===== src/rtl/block_field_if.sv =====
// block_field_if: row generator handshake between the field and its row source
interface block_field_if #(
  parameter int LAYER_WIDTH = 7,
  parameter int TYPE_W      = 2
);
  logic                          row_req;
  logic                          row_valid;
  logic [LAYER_WIDTH*TYPE_W-1:0] row_in;
  modport master (output row_req, input row_valid, input row_in);
  modport slave  (input row_req, output row_valid, output row_in);
endinterface


===== src/rtl/block_field.sv =====
// block_field: SkyHop game field with jump validation, timed scroll and row refill
module block_field #(
  parameter int NUM_LAYERS  = 5,
  parameter int LAYER_WIDTH = 7,
  parameter int TYPE_W      = 2,
  parameter int CHAR_ROW    = 3,
  parameter int START_POS   = 3,
  parameter int SCROLL_MS   = 100,
  parameter int SCORE_W     = 10,
  localparam int RW    = $clog2(NUM_LAYERS),
  localparam int CW    = $clog2(LAYER_WIDTH),
  localparam int PW    = $clog2(SCROLL_MS + 1),
  localparam int ROW_W = LAYER_WIDTH * TYPE_W
) (
  input  logic                clk,
  input  logic                rst_n,
  input  logic                module_en,
  input  logic                one_ms_tick,
  input  logic                jump_left,
  input  logic                jump_right,
  block_field_if.master       row,
  input  logic [RW-1:0]       rd_row,
  input  logic [CW-1:0]       rd_col,
  output logic [TYPE_W-1:0]   rd_data,
  output logic [CW-1:0]       char_pos,
  output logic [PW-1:0]       scroll_phase,
  output logic                busy,
  output logic                jump_fail,
  output logic [SCORE_W-1:0]  score
);
  localparam int FW = $clog2(CHAR_ROW + 1);
  localparam logic [ROW_W-1:0] INIT_ROW = ROW_W'(1) << (START_POS * TYPE_W);
  typedef enum logic [2:0] {FILL, IDLE, SCROLL, FETCH, FAILED} state_t;
  state_t             state, next_state;
  logic [ROW_W-1:0]   rows [NUM_LAYERS];
  logic [FW-1:0]      fill_cnt;
  logic               go_left, go_right, jump, edge_hit, fail, scroll_done, shift;
  logic [CW-1:0]      target;
  logic [1:0]         land;
  logic [SCORE_W:0]   sum;
  assign busy = state != IDLE;
  // jump evaluation against the landing row, and next-state selection
  always_comb begin
    go_left     = jump_left & ~jump_right;
    go_right    = jump_right & ~jump_left;
    jump        = go_left | go_right;
    edge_hit    = go_left ? char_pos == '0 : 32'(char_pos) == LAYER_WIDTH - 1;
    target      = go_left ? char_pos - 1'b1 : char_pos + 1'b1;
    land        = edge_hit ? 2'd0 : rows[CHAR_ROW-1][target*TYPE_W +: 2];
    fail        = edge_hit || !(land == 2'd1 || land == 2'd2);
    sum         = {1'b0, score} + (SCORE_W+1)'(land == 2'd2 ? 2 : 1);
    scroll_done = one_ms_tick && 32'(scroll_phase) == SCROLL_MS - 1;
    shift       = row.row_valid && (state == FILL || state == FETCH);
    next_state  = state;
    case (state)
      FILL:    next_state = row.row_valid && 32'(fill_cnt) == CHAR_ROW - 1 ? IDLE : FILL;
      IDLE:    next_state = jump ? (fail ? FAILED : SCROLL) : IDLE;
      SCROLL:  next_state = scroll_done ? FETCH : SCROLL;
      FETCH:   next_state = row.row_valid ? IDLE : FETCH;
      default: next_state = FAILED;
    endcase
  end
  // state register; a disabled module sits in FILL
  always_ff @(posedge clk or negedge rst_n)
    if (!rst_n) state <= FILL;
    else state <= module_en ? next_state : FILL;
  // field contents, character, score, scroll timing and renderer readout
  always_ff @(posedge clk or negedge rst_n) begin
    if (!rst_n) begin
      for (int r = 0; r < NUM_LAYERS; r++) rows[r] <= r == CHAR_ROW ? INIT_ROW : '0;
      fill_cnt     <= '0;
      char_pos     <= CW'(START_POS);
      score        <= '0;
      jump_fail    <= 1'b0;
      scroll_phase <= '0;
      row.row_req  <= 1'b0;
      rd_data      <= '0;
    end else if (!module_en) begin
      for (int r = 0; r < NUM_LAYERS; r++) rows[r] <= r == CHAR_ROW ? INIT_ROW : '0;
      fill_cnt     <= '0;
      char_pos     <= CW'(START_POS);
      score        <= '0;
      jump_fail    <= 1'b0;
      scroll_phase <= '0;
      row.row_req  <= 1'b0;
      rd_data      <= '0;
    end else begin
      rd_data     <= 32'(rd_row) < NUM_LAYERS && 32'(rd_col) < LAYER_WIDTH ? rows[rd_row][rd_col*TYPE_W +: TYPE_W] : '0;
      row.row_req <= next_state == FILL || next_state == FETCH;
      if (shift) begin
        rows[0] <= row.row_in;
        for (int r = 1; r < NUM_LAYERS; r++)
          if (state == FETCH || r < CHAR_ROW) rows[r] <= rows[r-1];
      end
      if (state == FILL && row.row_valid) fill_cnt <= fill_cnt + 1'b1;
      if (state == IDLE && jump && fail) jump_fail <= 1'b1;
      if (state == IDLE && jump && !fail) begin
        char_pos <= target;
        score    <= sum[SCORE_W] ? '1 : sum[SCORE_W-1:0];
      end
      if (state == SCROLL && one_ms_tick) scroll_phase <= scroll_done ? '0 : scroll_phase + 1'b1;
    end
  end
endmodule

===== src/flat_wrapper.sv =====
// flat-port wrapper written by rule: the top's interface ports become plain ports
module block_field_flat 
#(
  parameter int NUM_LAYERS  = 5,
  parameter int LAYER_WIDTH = 7,
  parameter int TYPE_W      = 2,
  parameter int CHAR_ROW    = 3,
  parameter int START_POS   = 3,
  parameter int SCROLL_MS   = 100,
  parameter int SCORE_W     = 10,
  localparam int RW    = $clog2(NUM_LAYERS),
  localparam int CW    = $clog2(LAYER_WIDTH),
  localparam int PW    = $clog2(SCROLL_MS + 1),
  localparam int ROW_W = LAYER_WIDTH * TYPE_W
)
  (clk, rst_n, module_en, one_ms_tick, jump_left, jump_right, rd_row, rd_col, rd_data, char_pos, scroll_phase, busy, jump_fail, score, row_row_req, row_row_valid, row_row_in);
  block_field_if #(.LAYER_WIDTH(LAYER_WIDTH), .TYPE_W(TYPE_W)) row_i ();
  input  logic clk;
  input  logic rst_n;
  input  logic module_en;
  input  logic one_ms_tick;
  input  logic jump_left;
  input  logic jump_right;
  input  logic [RW-1:0] rd_row;
  input  logic [CW-1:0] rd_col;
  output logic [TYPE_W-1:0] rd_data;
  output logic [CW-1:0] char_pos;
  output logic [PW-1:0] scroll_phase;
  output logic busy;
  output logic jump_fail;
  output logic [SCORE_W-1:0] score;
  output wire logic [$bits(row_i.row_req)-1:0] row_row_req;
  input wire logic [$bits(row_i.row_valid)-1:0] row_row_valid;
  input wire logic [$bits(row_i.row_in)-1:0] row_row_in;
  assign row_row_req = row_i.row_req;
  assign row_i.row_valid = row_row_valid;
  assign row_i.row_in = row_row_in;
  block_field #(.NUM_LAYERS(NUM_LAYERS), .LAYER_WIDTH(LAYER_WIDTH), .TYPE_W(TYPE_W), .CHAR_ROW(CHAR_ROW), .START_POS(START_POS), .SCROLL_MS(SCROLL_MS), .SCORE_W(SCORE_W)) u_core (.clk(clk), .rst_n(rst_n), .module_en(module_en), .one_ms_tick(one_ms_tick), .jump_left(jump_left), .jump_right(jump_right), .row(row_i), .rd_row(rd_row), .rd_col(rd_col), .rd_data(rd_data), .char_pos(char_pos), .scroll_phase(scroll_phase), .busy(busy), .jump_fail(jump_fail), .score(score));
endmodule

===== config.mk =====
export PLATFORM = sky130hd
export DESIGN_NAME = block_field_flat
export DESIGN_NICKNAME = d
export VERILOG_FILES = /design/src/rtl/block_field_if.sv /design/src/rtl/block_field.sv /design/src/flat_wrapper.sv
export SDC_FILE = /design/constraint.sdc
export NUM_CORES = 1
export LEC_CHECK = 0
export ABC_AREA = 1
export ABC_CLOCK_PERIOD_IN_PS = 5100
export BUFFER_PORTS_ARGS = -buffer_cell sky130_fd_sc_hd__buf_2
export CAP_MARGIN = 20
export CORE_MARGIN = 8
export CORE_UTILIZATION = 23
export CTS_CLUSTER_DIAMETER = 150
export DETAILED_ROUTE_END_ITERATION = 12
export PLACE_DENSITY_LB_ADDON = 0.12
export SYNTH_ARGS = -nofsm -noshare
export SYNTH_HDL_FRONTEND = slang
export SYNTH_SLANG_ARGS = --single-unit

===== constraint.sdc =====
create_clock -name clk -period 5.1 [get_ports clk]
set_input_delay 0.51 -clock clk [delete_from_list [all_inputs] [get_ports clk]]
set_output_delay 0.51 -clock clk [all_outputs]
set_load 0.05 [all_outputs]

# Word level (Yosys, flattened, before mapping)
# Cells that the tools add are included.
# Widths: inputs -> output; s select.
[op_classes] addsub=5 mul=0 bitwise=6 eq_ne=16 magnitude_cmp=3 muxes=33 div=0 shifts=2 reduce_logical=19
[ops] operator="$mux 70" count=2
[ops] operator="$mux 14" count=4
[ops] operator="$bmux 14 s3" count=1
[ops] operator="$mux 10" count=3
[ops] operator="$shiftx 14x5->2" count=2
[ops] operator="$mux 7" count=3
[ops] operator="$mux 3" count=6
[ops] operator="$mux 2" count=7
[ops] operator="$ne 2x1->1 const B" count=6
[ops] operator="$pmux 3 s4" count=1
[ops] operator="$add 10x11->11" count=1
[ops] operator="$eq 3x2->1 const B" count=3
[ops] operator="$logic_and 1x1->1" count=9
[ops] operator="$logic_not 3->1" count=3
[ops] operator="$add 7x1->7 const B" count=1
[ops] operator="$eq 7x7->1 const B" count=1
[ops] operator="$lt 3x3->1 const B" count=2
[ops] operator="$mux 1" count=6
[ops] operator="$eq 2x2->1 const B" count=2
[ops] operator="$ge 4x4->1 const B" count=1
[ops] operator="$logic_or 1x1->1" count=4
[ops] operator="$not 3->4" count=1
[ops] operator="$add 3x1->3 const B" count=1
[ops] operator="$eq 3x1->1 const B" count=1
[ops] operator="other kinds (10)" count=13
[word_totals] mem_bits_ro=0 latch_bits=0 input_bits=27 mem_bits_rw=0 output_inout_bits=25 ff_bits=99 mem_count=0

# Depth between registers and ports, before layout
# Gate-level depths: netlist of run 1.
[logic_depth] depth_word=15 mapped_depth=21

# Worst setup path after synthesis of run 1
# No wires, ideal clock.
[synth_timing] path_type="in2reg" start="input jump_right" end="register u_core.score[7]" required_ns=5.017 path_stages=21 setup_ns=0.083 setup_slack_ns=1.602 t_arrival_ns=3.415 path_buffers=1 cell_sequence="inv_1 ha_1 xor2_1 ha_1 inv_1 o21ai_0 a21oi_1 nor3_1 nor2_1 ha_1 inv_1 ha_1 inv_1 fa_1 or2_1 buf_6 nor3_4 nand4_4 nand2_1 nand2_1 o21ai_0"
[synth_between] elab_chain_cells=12 word_cells_on_any_way=22 cone_classes="1 x add/sub; 3 x eq/ne; 1 x shift; 7 x mux; 4 x bitwise; 6 x reduce/logical"
[synth_lines] element="start, declared" line="flat_wrapper.sv:23" source="input logic jump_right;"
[synth_lines] element="branches (longest 12 deep; another with $add 10x11->11)"
[synth_lines] element="end signal, assigned" line="block_field.sv:99" source="score <= sum[SCORE_W] ? '1 : sum[SCORE_W-1:0];"
[synth_lines] element="end, declared" line="block_field.sv:29" source="output logic [SCORE_W-1:0] score"
# Parallel ways; which one is timed is not known. The select of a mux whose other input is x is not followed.
# A chain may end at the register's enable or synchronous reset.

# Worst setup path in the final report of run 1
[layout_timing] start="register u_core.char_pos[1]" end="register u_core.score[4]"
[layout_between] elab_chain_cells=11 word_cells_on_any_way=21 cone_classes="3 x add/sub; 4 x eq/ne; 1 x shift; 7 x mux; 6 x reduce/logical"
[layout_lines] element="start, declared" line="block_field.sv:25" source="output logic [CW-1:0] char_pos,"
[layout_lines] element="start signal, assigned" line="block_field.sv:72" source="char_pos <= CW'(START_POS);"
[layout_lines] element="start signal, assigned" line="block_field.sv:81" source="char_pos <= CW'(START_POS);"
[layout_lines] element="start signal, assigned" line="block_field.sv:98" source="char_pos <= target;"
[layout_lines] element="branches (longest 11 deep; another with $add 10x11->11)"
# Parallel ways; which one is timed is not known. The select of a mux whose other input is x is not followed.

==> flow_summary.ini, run 1 <==
[cts]
total_number_of_h_tree_levels = 3
clkSlewWorstSetupHoldPaths_ns = 0.07
cts_tree = done
post_cts_buffers = 0
clkLatencyLatePin_ns = 0.35
cts_num_sinks = 99
max_root_sink_buffers = 2
cts-root-buf = sky130_fd_sc_hd__clkbuf_16
numCtsBuffers = 9
cts_hold_buffers = 0
postCtsResizedCells = 0

[drt]
post_drt_via_cell_ratio = 4.43
drt_pre_antenna_iters = 4
detailedRoute.firstIterationViolations = 196
vias = 4401
remaining_drc_errors = 0
route.antenna.remaining_nets = 0
average_detailed_routed_wire_length_per_instance_um = 15.2
postRouteWirelength_um = 15100

[outcome]
status = finished, final reports clean

[final_layout]
flip_flop_and_latch_area_um2 = 2480
mostFrequentLayoutCells = 186 x sky130_fd_sc_hd__nand2_1, 96 x sky130_fd_sc_hd__dfrtp_1, 95 x sky130_fd_sc_hd__inv_1
layout.cell_area.non_filler_um2 = 6080
multiInputGateArea_um2 = 2280
drive_gt1_share_pct = 15.4
finalNetCount = 740
synthToLayoutAreaGrowth_pct = 14.6
num_antenna_cells = 0
layout.cells.most_common = sky130_fd_sc_hd__nand2_1
filler_cell_count = 2455

[floorplanning]
die_w_um = 168
rows = 55
starting_density_of_the_core_pct = 23.4
coreArea_um2 = 22600
die_h_um = 168
floorplan.die_area_um2 = 28200
boundaryPins = 52

[sta]
timing_hold_violations_final = 0
worst_clock_skew_ns = 0.0107
maxClockFrequency_ghz = 0.277
timing.max_slew.rel_slack_pct = 36.8
setup_repair_after_global_routing_missed_its_margin = no
totalNegativeSetupSlack_ns = 0
timing_max_transition_violations_final = 0
period_needed_ns = 3.61
tightestPinTransition_ns = 0.948
setup_violations = 0
period_share_pct = 70.8

[job]
maxCapViolCount = 0

[critical_path]
data_arrival_time_of_the_critical_path_ns = 3.88
setup.worst_path.start_class = flop
criticalPathCategory = reg -> reg
critical_path.max_fanout = 8
r2r_cells = 18
cp_data_required_time_ns = 5.37
rr_endpoint = u_core.score[4]
ff2ff_setup_slack_ns = 1.49
regToRegStartpoint = u_core.char_pos[1]
worst_setup_path_end_kind = flop

[place]
post_dp_cell_area_um2 = 5780
port-buffer-count = 51
dp.final_hpwl_um = 10700
globalplace.congestion = 0.811

[synth]
synth_area_per_cell_um2 = 7.97
dominantRegCellSynth = sky130_fd_sc_hd__dfrtp_1
ys_warn_count = 0
netlist_area_um2 = 5300
yosys_register_bits = 99
synth-seq-area-share_pct = 46.8
synth_enable_flop_cells = 0
synthesized_net_count = 701
syn-instance-count = 665
synth-async-reset-ratio_pct = 100
netlist-cell-type-count = 40

[global_routing]
overflow = 0
maximum_number_of_pins_on_one_net_before_global_route_repair = 70
grt.total_usage_pct = 11.0
first_global_vias = 4548
grt_first_pass_wirelength_um = 24800
grt_antenna_before_repair = 0

[pwr]
ir_worst_vdd_mv = 0.140
power_per_cell_area_nw_per_um2 = 295
power.leakage_nw = 2.84

[worst_hold_path]
hold_class = in -> async
## worst max-delay path: stages, from the launching register on
cell,delay (ns)
sky130_fd_sc_hd__dfstp_2,0.58
sky130_fd_sc_hd__xor2_1,0.17
sky130_fd_sc_hd__ha_1,0.17
sky130_fd_sc_hd__a21oi_1,0.05
sky130_fd_sc_hd__xnor2_1,0.37
sky130_fd_sc_hd__o211ai_1,0.15
sky130_fd_sc_hd__nand2_1,0.09
sky130_fd_sc_hd__nor2_1,0.04
sky130_fd_sc_hd__ha_1,0.20
sky130_fd_sc_hd__inv_1,0.10
sky130_fd_sc_hd__ha_1,0.17
sky130_fd_sc_hd__inv_1,0.06
sky130_fd_sc_hd__fa_1,0.38
sky130_fd_sc_hd__or2_1,0.34
sky130_fd_sc_hd__nor3_4,0.23
sky130_fd_sc_hd__nand4_4,0.19
sky130_fd_sc_hd__nand3_1,0.11
sky130_fd_sc_hd__nand2_1,0.05
sky130_fd_sc_hd__o21ai_1,0.09
## stage by stage
step | util [%] | power, mW | setup WS [ns] | hold WS (ns) | std cells
3_5_place_dp | 25.5 | 1.13 | 1.17 | 0.478 | 978
6_report | 26.8 | 1.80 | 1.49 | 0.286 | 994
3_3_place_gp | 25.5 | 1.13 | 1.32 | 0.474 | 978
5_1_grt | 26.8 | 1.89 | 1.15 | 0.383 | 994
2_1_floorplan | - | 1.04 | 1.60 | 0.214 | 665
4_1_cts | 26.8 | 1.83 | 1.46 | 0.329 | 994
## routing by layer
| metal | vias up | wire (µm) | global-route usage [%] |
|---|---|---|---|
| met5 | - | 0 | 0 |
| met2 | 53 | 6940 | 17.9 |
| met1 | 2105 | 7530 | 14.6 |
| li1 | 2228 | - | - |
| met3 | 15 | 353 | 1.54 |
| met4 | 0 | 257 | 4.04 |
## registers in the layout, indices dropped and copies added, names as in the netlist
name,count
u_core.char_pos,3
u_core.fill_cnt,2
u_core.score,10
u_core.jump_fail,1
u_core.rd_data,2
u_core.rows,70
u_core.state,3
u_core.row.row_req,1
u_core.scroll_phase,7
## power by group
group / switching, mW / total (mW) / internal, mW / leakage [nW]
Combinational: 0.201 / 0.289 / 0.0887 / 1.35
Clock: 0.306 / 0.685 / 0.379 / 0.141
Sequential: 0.0138 / 0.821 / 0.808 / 1.36
## cells in the mapped netlist, types with 2 or more instances
cell type                  instances  area [µm²]
sky130_fd_sc_hd__nand2_1         186         698
sky130_fd_sc_hd__dfrtp_1          96        2400
sky130_fd_sc_hd__inv_1            95         357
sky130_fd_sc_hd__nand3_1          49         245
sky130_fd_sc_hd__o21ai_0          41         205
sky130_fd_sc_hd__nor2_1           39         146
sky130_fd_sc_hd__o22ai_1          25         156
sky130_fd_sc_hd__o22ai_2          20         250
sky130_fd_sc_hd__a21oi_1          19        95.1
sky130_fd_sc_hd__buf_2            13        65.1
sky130_fd_sc_hd__o21ai_1          12        60.1
sky130_fd_sc_hd__ha_1              8         100
sky130_fd_sc_hd__inv_2             7        26.3
sky130_fd_sc_hd__nand4_1           6        37.5
sky130_fd_sc_hd__buf_4             5        37.5
sky130_fd_sc_hd__xor2_1            5        43.8
sky130_fd_sc_hd__clkbuf_1          4        15.0
sky130_fd_sc_hd__nor3_1            4        20.0
sky130_fd_sc_hd__a22oi_1           3        22.5
sky130_fd_sc_hd__buf_6             3        33.8
sky130_fd_sc_hd__dfstp_2           3        78.8
sky130_fd_sc_hd__o211ai_1          3        22.5
sky130_fd_sc_hd__xnor2_1           2        17.5
## kinds of logic after synthesis
group	synth area share (%)
flops	46.8
buf+inv	10.3
xor+xnor	1.16
compound gates	15.9
fa+ha+maj	2.27
simple gates	23.6
## cell type report
| type | instances | area share, % |
|---|---|---|
| tap | 285 | 5.87 |
| sequential | 99 | 40.8 |
| clock buffer | 9 | 3.71 |
| timing repair buffer | 54 | 4.61 |
| inverter | 103 | 6.40 |
| multi-input combinational | 437 | 37.5 |
| clock inverter | 7 | 1.13 |
## how the worst max path moves through the flow
stage / startpoint / endpoint
floorplan: jump_right / u_core.score[7]
global placement: jump_left / u_core.score[5]
detailed placement: jump_right / u_core.score[5]
CTS: u_core.char_pos[1] / u_core.score[5]
global route: u_core.char_pos[1] / u_core.score[4]
finish: u_core.char_pos[1] / u_core.score[4]
Power figures use the tool's default switching activity.
==> run 2, diff against run 1 <==
--- a/config.mk
+++ b/config.mk
@@ -6,7 +6,7 @@
 export NUM_CORES = 1
 export LEC_CHECK = 0
 export ABC_AREA = 1
-export ABC_CLOCK_PERIOD_IN_PS = 5100
+export ABC_CLOCK_PERIOD_IN_PS = 3500
 export BUFFER_PORTS_ARGS = -buffer_cell sky130_fd_sc_hd__buf_2
 export CAP_MARGIN = 20
 export CORE_MARGIN = 8
==> constraint.sdc (replaced) <==
create_clock -name clk -period 3.5 [get_ports clk]
set_input_delay 0.35 -clock clk [delete_from_list [all_inputs] [get_ports clk]]
set_output_delay 0.35 -clock clk [all_outputs]
set_load 0.05 [all_outputs]
==> run 2 against run 1 <==
- flip-flop and latch count unchanged
- final area increased by 2.1%
- clock power increased by 38%
- clock-buffer cell count increased by 3
- largest cell class unchanged
- final cell count increased by 1.1%
- critical endpoint is now u_core.score[7]
- first-iteration DRC count increased by 82%
- utilization increased by 0.57 points
- global-route usage increased by 0.22 points
- worst setup slack got worse by 1.3 ns
==> flow_summary.ini, run 2 (synthesis gave the netlist of run 1 again) <==
[outcome]
status = finished, final reports clean

[pwr]
comb_power_share_pct = 18.9
power.leakage_nw = 2.91
ir_worst_vdd_mv = 0.204
netSwitchingPower_mw = 0.783
pwr-share-clk_pct = 35.8
share_seq_of_total_power_pct = 45.3
cell_internal_pwr_mw = 1.86
power.switching_fraction_pct = 29.6
power_per_cell_area_nw_per_um2 = 426

[place]
dpl.cell_count = 985
globalplace.congestion = 0.810
port-buffer-count = 51
post_placement_setup_slack_ns = -0.134
post_dp_cell_area_um2 = 5850
dp.final_hpwl_um = 10800

[sta]
tightestPinTransition_ns = 0.809
timing.max_slew.rel_slack_pct = 46.1
worst_clock_skew_ns = 0.0105
totalNegativeSetupSlack_ns = 0
setup_violations = 0
period_share_pct = 94.0
timing_max_transition_violations_final = 0
setup_repair_after_global_routing_missed_its_margin = yes
timing_hold_violations_final = 0
maxClockFrequency_ghz = 0.304
period_needed_ns = 3.29
worst_slack_ns = 0.210

[critical_path]
critical_path.max_fanout = 8
data_arrival_time_of_the_critical_path_ns = 3.56
critical_path.cell_chain = xor2_1, ha_2, inv_2, o21ai_0, a21oi_1, nor3_1, nor2_1, ha_2, inv_2, ha_4, inv_1, fa_2, or2_4, nor3_4, nand4_4, nand2_1, nand2_1, o21ai_0
ff2ff_setup_slack_ns = 0.21
critical-path-max-stage-delay_ns = 0.56
cp_data_required_time_ns = 3.77
worst_setup_path_end_kind = flop
setup.worst_path.start_class = flop
criticalPathCategory = reg -> reg
critPathSlowestCell = sky130_fd_sc_hd__dfstp_2

[drt]
average_detailed_routed_wire_length_per_instance_um = 15.3
route.antenna.remaining_nets = 0
remaining_drc_errors = 0
drt_pre_antenna_iters = 4
detailedRoute.firstIterationViolations = 356
post_drt_via_cell_ratio = 4.41
postRouteWirelength_um = 15400
vias = 4435

[final_layout]
top_regs = u_core.rows (70), u_core.score (10), u_core.scroll_phase (7)
num_antenna_cells = 0
layout.cell_area.non_filler_um2 = 6210
finalNetCount = 751
mostFrequentLayoutCells = 184 x sky130_fd_sc_hd__nand2_1, 96 x sky130_fd_sc_hd__dfrtp_1, 93 x sky130_fd_sc_hd__inv_1
max_flop_register = u_core.rows
largest_register_ff_count = 70
post_layout_nonfiller_instances = 1005
drive_gt1_share_pct = 18.5
synthToLayoutAreaGrowth_pct = 17.0
layout.cells.most_common = sky130_fd_sc_hd__nand2_1
post-route-util_pct = 27.4

[job]
maxCapViolCount = 0

[global_routing]
grt.total_usage_pct = 11.2
grt_first_pass_wirelength_um = 25100
first_global_vias = 4559
overflow = 0
grt_antenna_before_repair = 0
maximum_number_of_pins_on_one_net_before_global_route_repair = 58

[cts]
total_number_of_h_tree_levels = 3
clkLatencyLatePin_ns = 0.35
cts_num_sinks = 99
cts_hold_buffers = 0
clkSlewWorstSetupHoldPaths_ns = 0.07
numCtsBuffers = 9
cts_tree = done
cts-root-buf = sky130_fd_sc_hd__clkbuf_16
max_root_sink_buffers = 2

[floorplanning]
rows = 55
die_w_um = 168
coreArea_um2 = 22600
floorplan.die_area_um2 = 28200
die_h_um = 168
boundaryPins = 52
starting_density_of_the_core_pct = 23.4

[worst_hold_path]
hold_class = in -> async
run 2: area by class of cell:
cell class / count / area, µm²
Fill cell: 2438 / 16400
Tap cell: 285 / 357
Clock buffer: 12 / 246
Clock inverter: 4 / 26.3
Multi-Input combinational cell: 437 / 2330
Timing Repair Buffer: 65 / 375
Inverter: 103 / 389
Sequential cell: 99 / 2480
run 2: metrics by stage:
stage	power (mW)	hold slack [ns]
global route	2.80	0.152
detailed placement	1.68	0.483
finish	2.64	0.0899
CTS	2.65	0.122
floorplan	1.52	0.0544
global placement	1.67	0.473
run 2: final timing paths:
check | startpoint | endpoint | cells after the start
setup / recovery | u_core.char_pos[1] | u_core.score[7] | 18
hold / removal | rst_n | u_core.scroll_phase[1] | 1
setup reg to reg | u_core.char_pos[1] | u_core.score[7] | 18
hold reg to reg | u_core.rows[10] | u_core.rows[10] | 2
max in group asynchronous | rst_n | u_core.rows[20] | 2
min in group clk | row_row_in[10] | u_core.rows[66] | 3
run 2: what timing repair did:
item | CTS | global route
gates resized for setup | 0 | 21
endpoints found under the setup margin | 0 | 10
setup buffers | 0 | 4
run 2: power groups by stage:
stage               sequential, mW  combinational [mW]  clock, mW
floorplan                     1.24               0.276          0
global placement              1.22               0.452          0
detailed placement            1.22               0.458          0
CTS                           1.20               0.460      0.990
global route                  1.20               0.567       1.03
finish                        1.20               0.498      0.946
run 2: layer usage:
layer	routed length, µm	part of all wire [%]	vias to the layer above	track usage, %
met3	420	2.7	13	1.57
met5	0	0	-	0
li1	-	-	2254	-
met1	7640	50	2112	15.4
met2	7040	46	56	17.6
met4	257	1.7	0	4.31
run 2: critical path, delay by kind of cell (launching register included):
family | cells | cell delay, ns
DFF | 1 | 0.56
and+or+nand+nor | 7 | 1.10
AOI/OAI and AO/OA | 3 | 0.22
buffers and inverters | 3 | 0.19
adders and majority gates | 4 | 1.07
xor gates and xnor gates | 1 | 0.08
